<file path="src/rtl/multi_timer.sv">
// multi_timer: 64-bit prescaled time base with NumChannels compare channels and IRQs; define MULTI_TIMER_PERIODIC_EN for periodic CMP reload
module multi_timer #(
  parameter int DataWidth     = 32,
  parameter int AddressWidth  = 32,
  parameter int NumChannels   = 4,
  parameter int PrescaleWidth = 12
) (
  input  logic                    clk_i,
  input  logic                    rst_ni,
  input  logic                    timer_req_i,
  input  logic                    timer_we_i,
  input  logic [3:0]              timer_be_i,
  input  logic [AddressWidth-1:0] timer_addr_i,
  input  logic [31:0]             timer_wdata_i,
  output logic                    timer_rvalid_o,
  output logic [31:0]             timer_rdata_o,
  output logic                    timer_err_o,
  output logic                    timer_intr_o,
  output logic [NumChannels-1:0]  chan_intr_o
);
  if (DataWidth != 32) begin : g_dw_check
    $error("multi_timer supports DataWidth=32 only");
  end
  if (NumChannels < 1 || NumChannels > 8) begin : g_nch_check
    $error("multi_timer NumChannels must be 1..8");
  end
  logic [7:0] off;
  logic [3:0] ch;
  logic [1:0] sub;
  logic [31:0] mask;
  logic [31:0] rd;
  logic ch_ok;
  logic err_c;
  logic wr;
  logic tick;
  logic unused_addr;
  logic [63:0] mtime;
  logic [PrescaleWidth-1:0] prescale;
  logic [PrescaleWidth-1:0] pcnt;
  logic en;
  logic [NumChannels-1:0] pend;
  logic [NumChannels-1:0] ien;
  logic [NumChannels-1:0] match;
  logic [NumChannels-1:0] chan_sel;
  logic [NumChannels-1:0][63:0] cmp;
`ifdef MULTI_TIMER_PERIODIC_EN
  logic [NumChannels-1:0][31:0] period;
  logic [NumChannels-1:0] periodic;
`endif
  assign off = timer_addr_i[9:2];
  assign ch = off[5:2];
  assign sub = off[1:0];
  assign mask = {{8{timer_be_i[3]}}, {8{timer_be_i[2]}}, {8{timer_be_i[1]}}, {8{timer_be_i[0]}}};
  assign ch_ok = off[7:6] == 2'b01 && {1'b0, ch} < 5'(NumChannels);
  assign err_c = !(ch_ok || off <= 8'h05);
  assign wr = timer_req_i && timer_we_i && !err_c;
  assign tick = en && pcnt == prescale;
  assign unused_addr = ^{timer_addr_i[AddressWidth-1:10], timer_addr_i[1:0]};
  assign chan_intr_o = pend & ien;
  assign timer_intr_o = |chan_intr_o;

  function automatic logic [31:0] merge(input logic [31:0] o);
    return (o & ~mask) | (timer_wdata_i & mask);
  endfunction

  for (genvar i = 0; i < NumChannels; i++) begin : g_ch
    assign match[i] = mtime >= cmp[i];
    assign chan_sel[i] = wr && ch_ok && ch == 4'(i);
  end

  // time base: prescaler and 64-bit counter; a bus write to either half suppresses that cycle's increment
  always_ff @(posedge clk_i or negedge rst_ni) begin
    if (!rst_ni) begin
      mtime <= '0;
      pcnt <= '0;
      prescale <= '0;
      en <= 1'b0;
    end else begin
      if (wr && off == 8'h02) begin
        prescale <= PrescaleWidth'(merge(32'(prescale)));
        pcnt <= '0;
      end else if (tick) pcnt <= '0;
      else if (en) pcnt <= pcnt + PrescaleWidth'(1);
      if (wr && off == 8'h03 && timer_be_i[0]) en <= timer_wdata_i[0];
      if (wr && off == 8'h00) mtime[31:0] <= merge(mtime[31:0]);
      else if (wr && off == 8'h01) mtime[63:32] <= merge(mtime[63:32]);
      else if (tick) mtime <= mtime + 64'd1;
    end
  end

  // pending bits: a match in the same cycle as a write-1-to-clear keeps the bit set
  always_ff @(posedge clk_i or negedge rst_ni) begin
    if (!rst_ni) begin
      pend <= '0;
      ien <= '0;
    end else begin
      pend <= (pend & ~(wr && off == 8'h04 ? timer_wdata_i[NumChannels-1:0] & mask[NumChannels-1:0] : '0)) | match;
      if (wr && off == 8'h05) ien <= NumChannels'(merge(32'(ien)));
    end
  end

  // channel registers: compare values (plus period/mode when periodic reload is built in)
  always_ff @(posedge clk_i or negedge rst_ni) begin
    if (!rst_ni) begin
      cmp <= '1;
`ifdef MULTI_TIMER_PERIODIC_EN
      period <= '0;
      periodic <= '0;
`endif
    end else begin
      for (int n = 0; n < NumChannels; n++) begin
`ifdef MULTI_TIMER_PERIODIC_EN
        if (match[n] && periodic[n] && !(chan_sel[n] && !sub[1])) cmp[n] <= cmp[n] + 64'(period[n]);
        if (chan_sel[n] && sub == 2'd2) period[n] <= merge(period[n]);
        if (chan_sel[n] && sub == 2'd3 && timer_be_i[0]) periodic[n] <= timer_wdata_i[0];
`endif
        if (chan_sel[n] && sub == 2'd0) cmp[n][31:0] <= merge(cmp[n][31:0]);
        if (chan_sel[n] && sub == 2'd1) cmp[n][63:32] <= merge(cmp[n][63:32]);
      end
    end
  end

  // read data mux; reserved bits and unimplemented registers read 0
  always_comb begin
    rd = '0;
    case (off)
      8'h00: rd = mtime[31:0];
      8'h01: rd = mtime[63:32];
      8'h02: rd = 32'(prescale);
      8'h03: rd = {31'd0, en};
      8'h04: rd = 32'(pend);
      8'h05: rd = 32'(ien);
      default: rd = '0;
    endcase
    for (int n = 0; n < NumChannels; n++) begin
`ifdef MULTI_TIMER_PERIODIC_EN
      if (ch_ok && ch == 4'(n)) rd = sub == 2'd0 ? cmp[n][31:0] : sub == 2'd1 ? cmp[n][63:32] : sub == 2'd2 ? period[n] : {31'd0, periodic[n]};
`else
      if (ch_ok && ch == 4'(n)) rd = sub == 2'd0 ? cmp[n][31:0] : sub == 2'd1 ? cmp[n][63:32] : 32'd0;
`endif
    end
  end

  // bus response, one cycle after every request
  always_ff @(posedge clk_i or negedge rst_ni) begin
    if (!rst_ni) begin
      timer_rvalid_o <= 1'b0;
      timer_err_o <= 1'b0;
      timer_rdata_o <= '0;
    end else begin
      timer_rvalid_o <= timer_req_i;
      timer_err_o <= timer_req_i && err_c;
      timer_rdata_o <= timer_req_i && !timer_we_i && !err_c ? rd : '0;
    end
  end
endmodule

</file>
<file path="config.mk">
export PLATFORM = sky130hd
export DESIGN_NAME = multi_timer
export DESIGN_NICKNAME = d
export VERILOG_FILES = /design/src/rtl/multi_timer.sv
export SDC_FILE = /design/constraint.sdc
export NUM_CORES = 1
export LEC_CHECK = 0
export ABC_CLOCK_PERIOD_IN_PS = 2700
export CORE_UTILIZATION = 49
export CTS_CLUSTER_DIAMETER = 30
export DETAILED_ROUTE_END_ITERATION = 8
export PLACE_DENSITY = 0.77
export SYNTH_ARGS = -nofsm -noshare
export SYNTH_HDL_FRONTEND = slang
export SYNTH_SLANG_ARGS = --single-unit
</file>
<file path="constraint.sdc">
create_clock -name clk_i -period 2.7 [get_ports clk_i]
set_input_delay 0.405 -clock clk_i [delete_from_list [all_inputs] [get_ports clk_i]]
set_output_delay 0.405 -clock clk_i [all_outputs]
set_load 0.02 [all_outputs]
</file>
==> impl_results.md <==
* Status: complete, but fails checks
* Failing checks: setup timing
* Clock sink count at 387
* Final Hold Vio Count at 0
* Antenna violations before repair at 3
* Distinct cells, synth at 82
* Top delay family on crit path: compound AO/OA/AOI/OAI gates
* Routed wire per std cell at 24.9 um
* Final #Nets at 3,620
* Arr. time, crit path at 3.28 ns
* Syn Std Cell Area at 25,500 um2
* Seq/Total Area, Yosys at 39.2%
* Largest net degree at the start of global routing at 59
* TritonCTS clock tree: built
* Critical-path cell list: ha_1 -> nand4_1 -> nor2_1 -> o21ai_0 -> o22ai_1 -> nor2_1 -> o21ai_0
* GRT Util Overall at 38.1%
* Via/cell ratio at 6.26
* Crit path launch type: register
* Max-cap violation count at 0
* Clock Tree Root: clkbuf_16
* Synth warnings at 0
* Leak Pwr at 16.9 nW
* Dpl cell area at 29,800 um2
* Critical Path RT at 3.24 ns
* First-pass GRT wire length at 152,000 um
* Number of synthesized flops with an enable pin at 0
* Buf/Inv on CP at 0
* Max incr delay on CP at 0.56 ns
* Slew margin rel. at 35.3%
* # fillers at 4,002
* Max Slew Vio Count at 0
* Async SR Flop Fraction at 100%
* Minimum clock period at 2.74 ns
* Finished Cell Area at 33,800 um2
* R2r setup slk at -0.04 ns
* Clk buf depth at 3
* Die Wd at 230 um
* Leading register cell type out of synthesis: dfstp_2
* Clock Latency Late Sink at 0.65 ns
* TritonCTS Buffers at 98
* Net count after synthesis at 3,185
* H-tree Lvls at 3
* Final setup margin at -0.0387 ns
* Yosys top cell by area: dfstp_2
* Critical Path Fanout Max at 8
* Routability Congestion at 1.01
* Max VDD drop at 0.437 mV
* Area occupied by multi-input gates at 14,300 um2
* Drt drc at 0
* # rows at 83
* Finished Layout Cells at 4,054
* Buffers added on ports at 86
* Tcrit/Tclk final at 101%
* Core area at 51,400 um2
* Area contributors post-synth: dfstp_2 (26%), dfrtp_1 (13%), ha_1 (13%)
* Pwr Total at 0.0200 W
* Hold Path Class: input port to asynchronous set/reset pin
* Io pins at 111
* Slew @ Worst Pin at 0.960 ns
* Post-Syn Instances at 2,855
* Syn Area/Cell at 8.93 um2
* Maximum clock frequency at 0.365 GHz
* Die ar. at 52,900 um2
* Sum Neg Setup Slack at -0.0489 ns
* 1st-iter DRT viols at 2,967
* R2r worst-path depth at 7
* Vias in the first global route at 25,486
* FF+latch area at 10,000 um2
* CP max stage cell: dfrtp_1
* Seq cells post-synth at 387
* Final clock skew at 0.0264 ns
* Synth-to-layout area growth at 32.4%
* Chip Height at 230 um
* Worst-path clk slew at 0.05 ns
* Levels on crit path at 7
* Share of the synthesized area in the top cell type at 26.4%
* Initial core utilization at 49.6%
* Dpl cells at 3,863
* Crit Path Category: register to register
* CP Capture Type: register
* Power Density at 593 nW/um2
* Drt total wl at 101,000 um
* DR pass1 iterations at 6
* Grt total ovfl at 0
* Share of cells above drive strength 1 at 28.9%
* Post-DP HPWL at 73,600 um
* Final ANT Viol Nets at 0
* Finish-stage setup viols at 2
* Vias post-DR at 25,371
* Fin Hold WS at 0.336 ns
[worst reg2reg max path, delay by kind of cell (launching register included)]
kind | cells | cell delay (ns)
fa+ha+maj | 1 | 0.41
simple gates | 3 | 0.73
flops | 1 | 0.56
compound gates | 3 | 0.95
[where the power goes]
| part | switching [W] | total (W) | internal, W |
|---|---|---|---|
| registers | 0.000109 | 0.00612 | 0.00601 |
| logic | 0.000894 | 0.00142 | 0.000525 |
| clock network | 0.00386 | 0.0125 | 0.00862 |
| total | 0.00487 | 0.0200 | 0.0152 |
[synth_stat cells, types with 27 or more instances]
| library cell | instances |
|---|---|
| a211oi_1 | 38 |
| dfrtp_1 | 131 |
| and3_1 | 27 |
| nor3_1 | 54 |
| a21oi_1 | 148 |
| dfstp_2 | 256 |
| nand2_1 | 350 |
| o22ai_1 | 40 |
| nand3_1 | 47 |
| o21ai_0 | 328 |
| mux2i_1 | 85 |
| mux2_2 | 56 |
| a221oi_1 | 29 |
| a21o_1 | 55 |
| inv_1 | 276 |
| ha_1 | 258 |
| nor2_1 | 187 |
| nand4_1 | 73 |
| clkbuf_1 | 108 |
[metal layers]
metal / global-route usage, % / share of wire, % / vias up
li1: - / - / 11086
met1: 49.0 / 39 / 12263
met2: 56.6 / 43 / 1598
met3: 11.0 / 12 / 420
met4: 23.2 / 6.4 / 4
met5: 0 / 0.019 / -
[logic make-up (layout without fill, tap and decap cells)]
logic type	after synthesis	in the layout	share of synthesized area (%)
AO/OA/AOI/OAI	773	773	18.3
flip-flops	387	387	39.2
adder cells (fa/ha/maj)	258	258	12.7
XOR/XNOR	24	24	0.824
other	0	1	0
AND/OR/NAND/NOR	841	841	15.7
buffers and inverters	419	937	6.37
multiplexers	153	153	6.87
[what timing repair did]
action / 4_1_cts / 5_1_grt
pin swaps: 12 / 17
buffers inserted: 4 / 3
hold endpoints to repair: 31 / 0
endpoints found under the setup margin: 17 / 25
gates resized for setup: 24 / 54
hold buffers: 1 / 0
[cells in the final DEF, fill, tap and decap left out, drive strengths merged, types with 40 or more instances in the layout]
cell | netlist | layout
a21o | 55 | 55
a21oi | 149 | 149
buf | 35 | 395
clkbuf | 108 | 125
clkdlybuf4s50 | 0 | 81
dfrtp | 131 | 131
dfstp | 256 | 256
ha | 258 | 258
inv | 276 | 281
mux2 | 56 | 56
mux2i | 85 | 85
nand2 | 350 | 350
nand3 | 48 | 48
nand4 | 74 | 74
nor2 | 192 | 192
nor3 | 60 | 60
o21ai | 335 | 335
o22ai | 40 | 40
[path summary, 6_finish.rpt]
check                                                   to
worst min-delay path                               pend[1]
max in group asynchronous       asynchronous set/reset pin
worst max register to register                     pend[1]
worst min register to register                    register
worst max-delay path                               pend[1]
min in group clk_i                          timer_rvalid_o
[layout make-up]
class	count	share of cell area [%]
clock inverters	58	2.31
diodes	1	0.00741
flip-flops and latches	387	29.6
well taps	680	2.52
inverters	276	3.07
multi-input cells	2049	42.3
repair buffers	478	12.0
clock buffers	125	8.17
[through the flow]
step	setup slack (ns)	util [%]
after CTS	-0.0255	65.1
after floorplan	0.347	-
after global placement	-0.510	57.9
after global routing	-0.0927	65.7
after detailed placement	-0.498	57.9
final	-0.0387	65.7
(Power assumes the default switching activity.)
